[config.mk]
export PLATFORM = sky130hd
export DESIGN_NAME = instr_fetch_ctrl
export DESIGN_NICKNAME = d
export VERILOG_FILES = /design/src/rtl/instr_fetch_ctrl.sv
export SDC_FILE = /design/constraint.sdc
export NUM_CORES = 1
export LEC_CHECK = 0
export CAP_MARGIN = 15
export CORE_ASPECT_RATIO = 1.4
export CORE_MARGIN = 5
export CORE_UTILIZATION = 48
export DETAILED_ROUTE_END_ITERATION = 10
export GPL_TIMING_DRIVEN = 0
export PLACE_DENSITY = 0.86
export SLEW_MARGIN = 5
export SYNTH_ARGS = -nofsm -noshare
export SYNTH_HDL_FRONTEND = slang
export SYNTH_SLANG_ARGS = --single-unit
[constraint.sdc]
create_clock -name clk -period 6.4 [get_ports clk]
set_input_delay 0.64 -clock clk [delete_from_list [all_inputs] [get_ports clk]]
set_output_delay 0.64 -clock clk [all_outputs]
set_load 0.05 [all_outputs]
[src/rtl/instr_fetch_ctrl.sv]
// Instruction fetch sequencer: owns the PC, issues word reads to a registered-read
// memory, tags returned words with their PC and queues up to two for decode.
module instr_fetch_ctrl #(
  parameter logic [31:0] RESET_PC  = 32'd0,
  parameter int          MEM_BYTES = 256
) (
  input  logic        clk,
  input  logic        rst_n,
  output logic [31:0] read_address,
  input  logic [31:0] mem_instruction,
  output logic [31:0] instr,
  output logic [31:0] instr_pc,
  output logic        instr_valid,
  input  logic        instr_ready,
  input  logic        redirect_valid,
  input  logic [31:0] redirect_pc,
  input  logic        halt
);

  // Word-aligned address inside the memory window.
  localparam logic [31:0] ADDR_MASK  = 32'(MEM_BYTES - 1) & ~32'd3;
  localparam logic [31:0] RESET_PC_M = RESET_PC & ADDR_MASK;

  logic [31:0]       pc_q, pc_d;
  logic              inflight_q, inflight_d;
  logic [31:0]       inflight_pc_q, inflight_pc_d;
  logic [1:0][31:0]  fifo_pc_q, fifo_pc_d;
  logic [1:0][31:0]  fifo_instr_q, fifo_instr_d;
  logic              rd_ptr_q, rd_ptr_d;
  logic              wr_ptr_q, wr_ptr_d;
  logic [1:0]        count_q, count_d;

  logic              pop_s;
  logic              push_s;
  logic              issue_s;
  logic [2:0]        occupancy_s;

  // Handshake and issue decisions. Occupancy counts the word still in flight so
  // that a fetch is only launched when its response is guaranteed a free slot.
  always_comb begin
    pop_s       = (count_q != 2'd0) & instr_ready;
    push_s      = inflight_q & ~redirect_valid;
    occupancy_s = {1'b0, count_q} + {2'b00, inflight_q} - {2'b00, pop_s};
    issue_s     = ~redirect_valid & ~halt & (occupancy_s < 3'd2);
  end

  // Next-state for PC, outstanding fetch and buffer.
  always_comb begin
    pc_d          = pc_q;
    inflight_d    = inflight_q;
    inflight_pc_d = inflight_pc_q;
    fifo_pc_d     = fifo_pc_q;
    fifo_instr_d  = fifo_instr_q;
    rd_ptr_d      = rd_ptr_q;
    wr_ptr_d      = wr_ptr_q;
    count_d       = count_q;

    if (redirect_valid) begin
      // Flush wins over everything: the response and any pop this cycle are dropped.
      pc_d       = redirect_pc & ADDR_MASK;
      inflight_d = 1'b0;
      rd_ptr_d   = 1'b0;
      wr_ptr_d   = 1'b0;
      count_d    = 2'd0;
    end else begin
      if (issue_s) begin
        inflight_d    = 1'b1;
        inflight_pc_d = pc_q;
        pc_d          = (pc_q + 32'd4) & ADDR_MASK;
      end else begin
        inflight_d    = 1'b0;
      end

      if (push_s) begin
        fifo_pc_d[wr_ptr_q]    = inflight_pc_q;
        fifo_instr_d[wr_ptr_q] = mem_instruction;
        wr_ptr_d               = ~wr_ptr_q;
      end else begin
        wr_ptr_d               = wr_ptr_q;
      end

      if (pop_s) begin
        rd_ptr_d = ~rd_ptr_q;
      end else begin
        rd_ptr_d = rd_ptr_q;
      end

      case ({push_s, pop_s})
        2'b10:   count_d = count_q + 2'd1;
        2'b01:   count_d = count_q - 2'd1;
        default: count_d = count_q;
      endcase
    end
  end

  // State registers.
  always_ff @(posedge clk or negedge rst_n) begin
    if (!rst_n) begin
      pc_q          <= RESET_PC_M;
      inflight_q    <= 1'b0;
      inflight_pc_q <= 32'd0;
      fifo_pc_q     <= '0;
      fifo_instr_q  <= '0;
      rd_ptr_q      <= 1'b0;
      wr_ptr_q      <= 1'b0;
      count_q       <= 2'd0;
    end else begin
      pc_q          <= pc_d;
      inflight_q    <= inflight_d;
      inflight_pc_q <= inflight_pc_d;
      fifo_pc_q     <= fifo_pc_d;
      fifo_instr_q  <= fifo_instr_d;
      rd_ptr_q      <= rd_ptr_d;
      wr_ptr_q      <= wr_ptr_d;
      count_q       <= count_d;
    end
  end

  // Outputs come straight from flops; head entry persists while the buffer is empty.
  always_comb begin
    read_address = pc_q;
    instr        = fifo_instr_q[rd_ptr_q];
    instr_pc     = fifo_pc_q[rd_ptr_q];
    instr_valid  = (count_q != 2'd0);
  end

endmodule

==> summary.txt, run 1 <==
Clock tree
  – CTS tree: done
  – Htree depth: 3
  – Clk slew on worst S/H paths: about 0.060 ns
  – CTS buffer count: 9
  – Clock buffer depth: 2
  – CTS Sinks: 93
  – Hold buffers post-CTS: 0
  – Root Driver: clkbuf_16
  – Post_cts resized: 0
  – Post-CTS Setup Repair Bufs: 0
  – Skew-Pair Late Insertion Delay: between 0.3 and 0.4 ns

Logic synthesis
  – Ys async rst share: 1.00
  – Netlist Area Pre-Place: about 4500 µm²
  – Register area share after synthesis: 0.515
  – Cells after synthesis: between 300 and 400
  – Synth Flop Type: dfrtp_1
  – Total number of yosys warnings: 0
  – Flop and latch count out of synthesis: between 90 and 100
  – EDFF count, synth: 0
  – Syn Area/Cell: ~13 µm²
  – Synth unique cells: 36

Critical path
  – WS Path Type: register to output port
  – Most used cell, CP: buf_2
  – CP Cell Sequence: buf_2, buf_2, mux2_2, clkdlybuf4s50_1
  – CP delay by family, top: buffers and inverters
  – Slowest CP cell: clkdlybuf4s50_1
  – Crit. End Element: output port
  – Internal reg-to-reg setup slack: about 3.5 ns
  – CP startpoint kind: register
  – Critical Path RT: about 5.8 ns
  – CP Buf/Inv Count: 3
  – Crit Path Max Fanout: 10
  – CP max stage delay: 0.70 ns
  – WP data arrival: about 2.4 ns

Drt
  – DRT Pass-1 Iters: 4
  – Remaining antenna violation count: 0
  – DRC viols: 0
  – Initial drt markers: 51
  – Drt via density: roughly 4.9
  – Avg WL per Cell: roughly 15 µm
  – Vias: 2912
  – Total routed wirelength: between 9 and 10 mm

Finish
  – Register area: approximately 2300 µm²
  – Final Instance Area: roughly 6000 µm²
  – Layout fillers: ~750
  – Area growth syn-to-layout: 32.9%
  – Diodes inserted: 0
  – Share of cells above drive strength 1: 0.388
  – Multi-input logic area: between 1500 and 2000 µm²
  – Final nets: ~560

GRT
  – Global routing's busiest layer: met2
  – Vias in the first global route: 3164
  – GRT met1 Usage: 0.192
  – Grt met2 use: 0.295
  – Total track usage: 0.166
  – First-pass GRT wire length: roughly 15 mm
  – Initial antenna violation count: 0
  – Largest net degree at the start of global routing: 48
  – Met3 GRT Util: 0.0260
  – Grt ovf: 0

STA
  – Max Slew Vio Count: 0
  – Skew final: between 0.003 and 0.004 ns
  – Unrepaired setup endpoints after global routing: false
  – Period utilization: 0.470
  – Setup Viol. Count Final: 0
  – Worst slew pin tran: roughly 0.63 ns
  – Slew margin rel.: 0.578
  – Final Hold Vio Count: 0
  – Minimum clock period: approximately 3.0 ns
  – Fmax: roughly 330 MHz
  – Final setup TNS: 0 ns

Floorplan
  – Starting Density: 0.483
  – Core area: 9350 µm²
  – Die span in x: a little over 90 µm
  – I/O pin count: 166
  – Die H: ~120 µm
  – Rows: 42
  – Die area: between 10000 and 15000 µm²

Placement
  – Placed instance area: 5740 µm²
  – Port bufs: 87
  – Placer Congestion: 0.821
  – DP HPWL: 7.01 mm

Power
  – Leak pwr: approximately 0.0028 µW
  – VDD IR-drop max: about 0.00019 V
  – PwrDens: around 380 nW/µm²

Worst hold path
  – Min-Delay Path Class: input pin to async pin

Flow run
  – Max-Cap Viols: 0

Run status
  – Outcome: finished, final reports clean
[synth_stat cells, types with 2 or more instances]
cell / number / area, µm²
o21ai_0: 4 / 20.0
ha_1: 2 / 25.0
nand3_1: 5 / 25.0
nor2_1: 3 / 11.3
a221o_1: 2 / 20.0
nand2_1: 10 / 37.5
buf_4: 59 / 443
dfrtp_1: 93 / 2330
clkbuf_1: 3 / 11.3
buf_2: 5 / 25.0
mux2_1: 10 / 113
nor3_1: 2 / 10.0
inv_1: 5 / 18.8
mux2_2: 108 / 1220
xnor2_1: 4 / 35.0
[power by group]
group	internal [µW]	total (µW)	switching, µW
clock	271	468	197
combinational	406	972	566
sequential	772	863	90.9
[through the flow]
step | hold WS (ns) | util | cells | worst slack, ns | power, µW
3_5_place_dp | 0.477 | 0.614 | 585 | 3.12 | 1850
2_1_floorplan | 0.344 | - | 387 | 3.47 | 1570
5_1_grt | 0.372 | 0.642 | 600 | 3.28 | 2410
4_1_cts | 0.334 | 0.642 | 600 | 3.32 | 2330
3_3_place_gp | 0.469 | 0.611 | 584 | 1.49 | 1820
6_report | 0.322 | 0.642 | 600 | 3.39 | 2300
[kinds of logic after synthesis]
family	synth area share
adder cells (fa/ha/maj)	0.00997
AND/OR/NAND/NOR	0.0341
flip-flops	0.515
AO/OA/AOI/OAI	0.0238
XOR/XNOR	0.0114
buffers and inverters	0.110
multiplexers	0.294
other	0.000830
[cell type report]
class / instances / share of cell area
clock inverters: 2 / 0.00167
clock buffers: 13 / 0.0417
plain buffers: 67 / 0.0799
flip-flops and latches: 93 / 0.388
multi-input cells: 222 / 0.314
repair buffers: 88 / 0.149
inverters: 5 / 0.00313
well taps: 110 / 0.0229
[cells in the final DEF (no fill, tap or decap), types with 2 or more instances in the layout]
cell,netlist,routed
clkdlybuf4s50_1,0,86
dfrtp_1,93,93
nand2_1,10,10
o21ai_0,4,4
conb_1,1,52
ha_1,2,2
clkinv_2,0,2
clkbuf_16,0,9
xnor2_1,4,4
nand3_1,5,5
mux2_1,10,10
a221o_1,2,2
nor3_1,2,2
clkbuf_1,3,6
inv_1,5,5
mux2_2,108,108
buf_4,59,60
nor2_1,3,3
buf_2,5,5
[state kept, by name, indices dropped and copies added (netlist names)]
register / count
wr_ptr_q: 1
fifo_instr_q: 64
fifo_pc_q: 12
inflight_q: 1
count_q: 2
read_address: 6
inflight_pc_q: 6
rd_ptr_q: 1
[routing by layer]
metal,part of all wire,vias up
met4,0.025,0
met2,0.53,106
met3,0.051,15
li1,-,1368
met1,0.39,1423
met5,0,-
[final timing paths]
path                                from                to  cells after the start
setup / recovery                rd_ptr_q       instr_pc[4]                      4
hold / removal                     rst_n  inflight_pc_q[5]                      1
setup reg to reg              count_q[1]   read_address[7]                      9
hold reg to reg            fifo_pc_q[38]     fifo_pc_q[38]                      1
max in group asynchronous          rst_n  fifo_instr_q[49]                      2
min in group clk           fifo_pc_q[38]     fifo_pc_q[38]                      1
Note: power is estimated with default switching activity, not from simulation.
==> run 2, diff against run 1 <==
Settings changed: CORE_UTILIZATION 48 to 45, PLACE_DENSITY 0.86 to 0.81.
Clock period 6.4 ns to 3.1 ns, I/O delays scaled along.
==> run 2 against run 1 <==
Global-route usage decreased by 0.45 points. Sequential power increased by 110%. Sequential cell count unchanged. Clock skew increased by 0.0016 ns. Register-to-register slack got worse by 3.3 ns. Critical path depth increased by 5. Critical endpoint is now read_address[7]. Largest power group unchanged. Die area increased by 6.0%.
==> summary.txt, run 2 (same netlist as run 1, synthesis figures left out) <==
Drt
  – Remaining antenna violation count: 0
  – Initial drt markers: 66
  – Vias: ~2900
  – DRT Pass-1 Iters: 4
  – Total routed wirelength: between 9 and 10 mm
  – DRC viols: 0
  – Avg WL per Cell: roughly 15 µm
  – Drt via density: roughly 4.6

Critical path
  – WS Path Type: register to register
  – Worst R2R End: read_address[7]
  – CP max stage delay: 0.51 ns
  – Worst reg2reg path depth: 9
  – CP Cell Sequence: or2_2, and2_1, ha_1, nand2b_1, fa_1, nor2b_1, nand3_2, or4_1, nand3_1
  – End of the critical path: read_address[7]
  – Crit Path Max Fanout: 7
  – Slowest CP cell: or4_1
  – Critical Path RT: between 3 and 4 ns
  – Internal reg-to-reg setup slack: about 0.16 ns
  – Crit. End Element: register
  – CP startpoint kind: register
  – R2R Path Start: count_q[1]
  – WP data arrival: 3.20 ns
  – CP Launch Point: count_q[1]

Placement
  – Port bufs: between 80 and 90
  – Post-Place Worst Slack: 0.147 ns
  – Placer Congestion: roughly 0.79
  – DP HPWL: between 6 and 7 mm

Clock tree
  – CTS tree: done
  – Post-CTS Setup Repair Bufs: 0
  – CTS Sinks: 93
  – Root Driver: clkbuf_16
  – Clk slew on worst S/H paths: about 0.06 ns
  – Post_cts resized: 0
  – CTS buffer count: 9
  – Skew-Pair Late Insertion Delay: ~0.33 ns
  – Hold buffers post-CTS: 1
  – Clock buffer depth: 2
  – Htree depth: 3

GRT
  – Vias in the first global route: about 3100
  – Initial antenna violation count: 0
  – Total track usage: 0.161
  – Grt ovf: 0
  – First-pass GRT wire length: roughly 15 mm
  – Largest net degree at the start of global routing: 49

Floorplan
  – Die area: between 10000 and 15000 µm²
  – I/O pin count: ~170
  – Die span in x: between 90 and 100 µm
  – Core area: between 9000 and 10000 µm²
  – Starting Density: 0.459
  – Rows: 43
  – Die H: roughly 130 µm

STA
  – Fmax: between 300 and 400 MHz
  – Worst slew pin tran: ~0.65 ns
  – Final Hold Vio Count: 0
  – Worst setup slack after layout: ~0.16 ns
  – Skew final: around 0.0048 ns
  – Max Slew Vio Count: 0
  – Period utilization: 0.947
  – Unrepaired setup endpoints after global routing: false
  – Slew margin rel.: 0.563
  – Final setup TNS: 0 ns
  – Minimum clock period: around 2.9 ns
  – Setup Viol. Count Final: 0

Finish
  – Max reg flops: 64
  – Most frequent cells in the layout: mux2_2, dfrtp_1, clkdlybuf4s50_1
  – Final nets: approximately 560
  – Register area: approximately 2300 µm²
  – Commonest non-fill, non-tap cell in the layout: mux2_2
  – Diodes inserted: 0
  – Layout fillers: 815
  – Area growth syn-to-layout: 35.4%
  – Biggest register: fifo_instr_q
  – Multi-input logic area: ~1900 µm²
  – Share of cells above drive strength 1: 0.394
  – Final Util: 0.621
  – Largest registers: fifo_instr_q x64, fifo_pc_q x12

Power
  – VDD IR-drop max: about 0.00040 V
  – Leak pwr: approximately 0.0028 µW
  – PwrDens: between 800 and 900 nW/µm²

Flow run
  – Max-Cap Viols: 0

Run status
  – Outcome: finished, final reports clean

Worst hold path
  – Min-Delay Path Class: register to register
-- run 2: cell types whose count changed in the layout (fill, tap and decap cells not counted) --
cell	delta
buf_12	+1
buf_16	-1
bufinv_16	+3
clkbuf_1	-3
clkbuf_8	-1
clkinv_2	+1
clkinv_4	+1
dlygate4sd3_1	+1
-- run 2: final cells by class --
cell class | instances | area share
Inverter | 5 | 0.00307
Timing Repair Buffer | 89 | 0.147
Sequential cell | 93 | 0.381
Multi-Input combinational cell | 222 | 0.308
Clock buffer | 9 | 0.0368
Buffer | 67 | 0.0784
Tap cell | 135 | 0.0276
Clock inverter | 7 | 0.0186
-- run 2: power by group --
group,internal (µW),total (µW),switching [µW]
combinational,839,2010,1170
clock,785,1230,448
sequential,1590,1780,185
total,3220,5020,1800
-- run 2: worst min-delay path by stage --
stage	start	end	slack (ns)	depth (start not counted)
3_5_place_dp	rst_n	fifo_pc_q[37]	0.37	1
4_1_cts	fifo_pc_q[34]	fifo_pc_q[34]	0.49	1
5_1_grt	fifo_instr_q[60]	fifo_instr_q[60]	0.51	1
6_report	fifo_pc_q[37]	fifo_pc_q[37]	0.49	1
3_3_place_gp	fifo_instr_q[62]	fifo_instr_q[62]	0.47	1
2_1_floorplan	rst_n	count_q[0]	0.01	0
-- run 2: through the flow --
step / instance area (µm²) / hold WS (ns) / total power [µW] / instances
floorplan: 4710 / 0.0144 / 3230 / 387
global placement: 5750 / 0.469 / 3760 / 609
detailed placement: 5760 / 0.365 / 3830 / 610
CTS: 6110 / 0.494 / 5070 / 627
global route: 6110 / 0.509 / 5270 / 627
finish: 6110 / 0.486 / 5020 / 627
-- run 2: layer usage --
| metal | global-route usage | vias up | routed length, µm |
|---|---|---|---|
| li1 | - | 1364 | - |
| met1 | 0.189 | 1398 | 3750 |
| met2 | 0.284 | 90 | 4790 |
| met3 | 0.0398 | 11 | 498 |
| met4 | 0.0578 | 0 | 176 |
| met5 | 0 | - | 0 |
-- run 2: critical path, delay by kind of cell (launching register included) --
kind,cells,cell delay [ns]
and+or+nand+nor,7,1.65
adders and majority gates,2,0.74
DFF,1,0.48
==> run 3, diff against run 2 <==
Settings changed: GPL_ROUTABILITY_DRIVEN from default to 0.
==> results of run 3 <==
No change in the layout: final DEF, timing and power equal those of run 2.
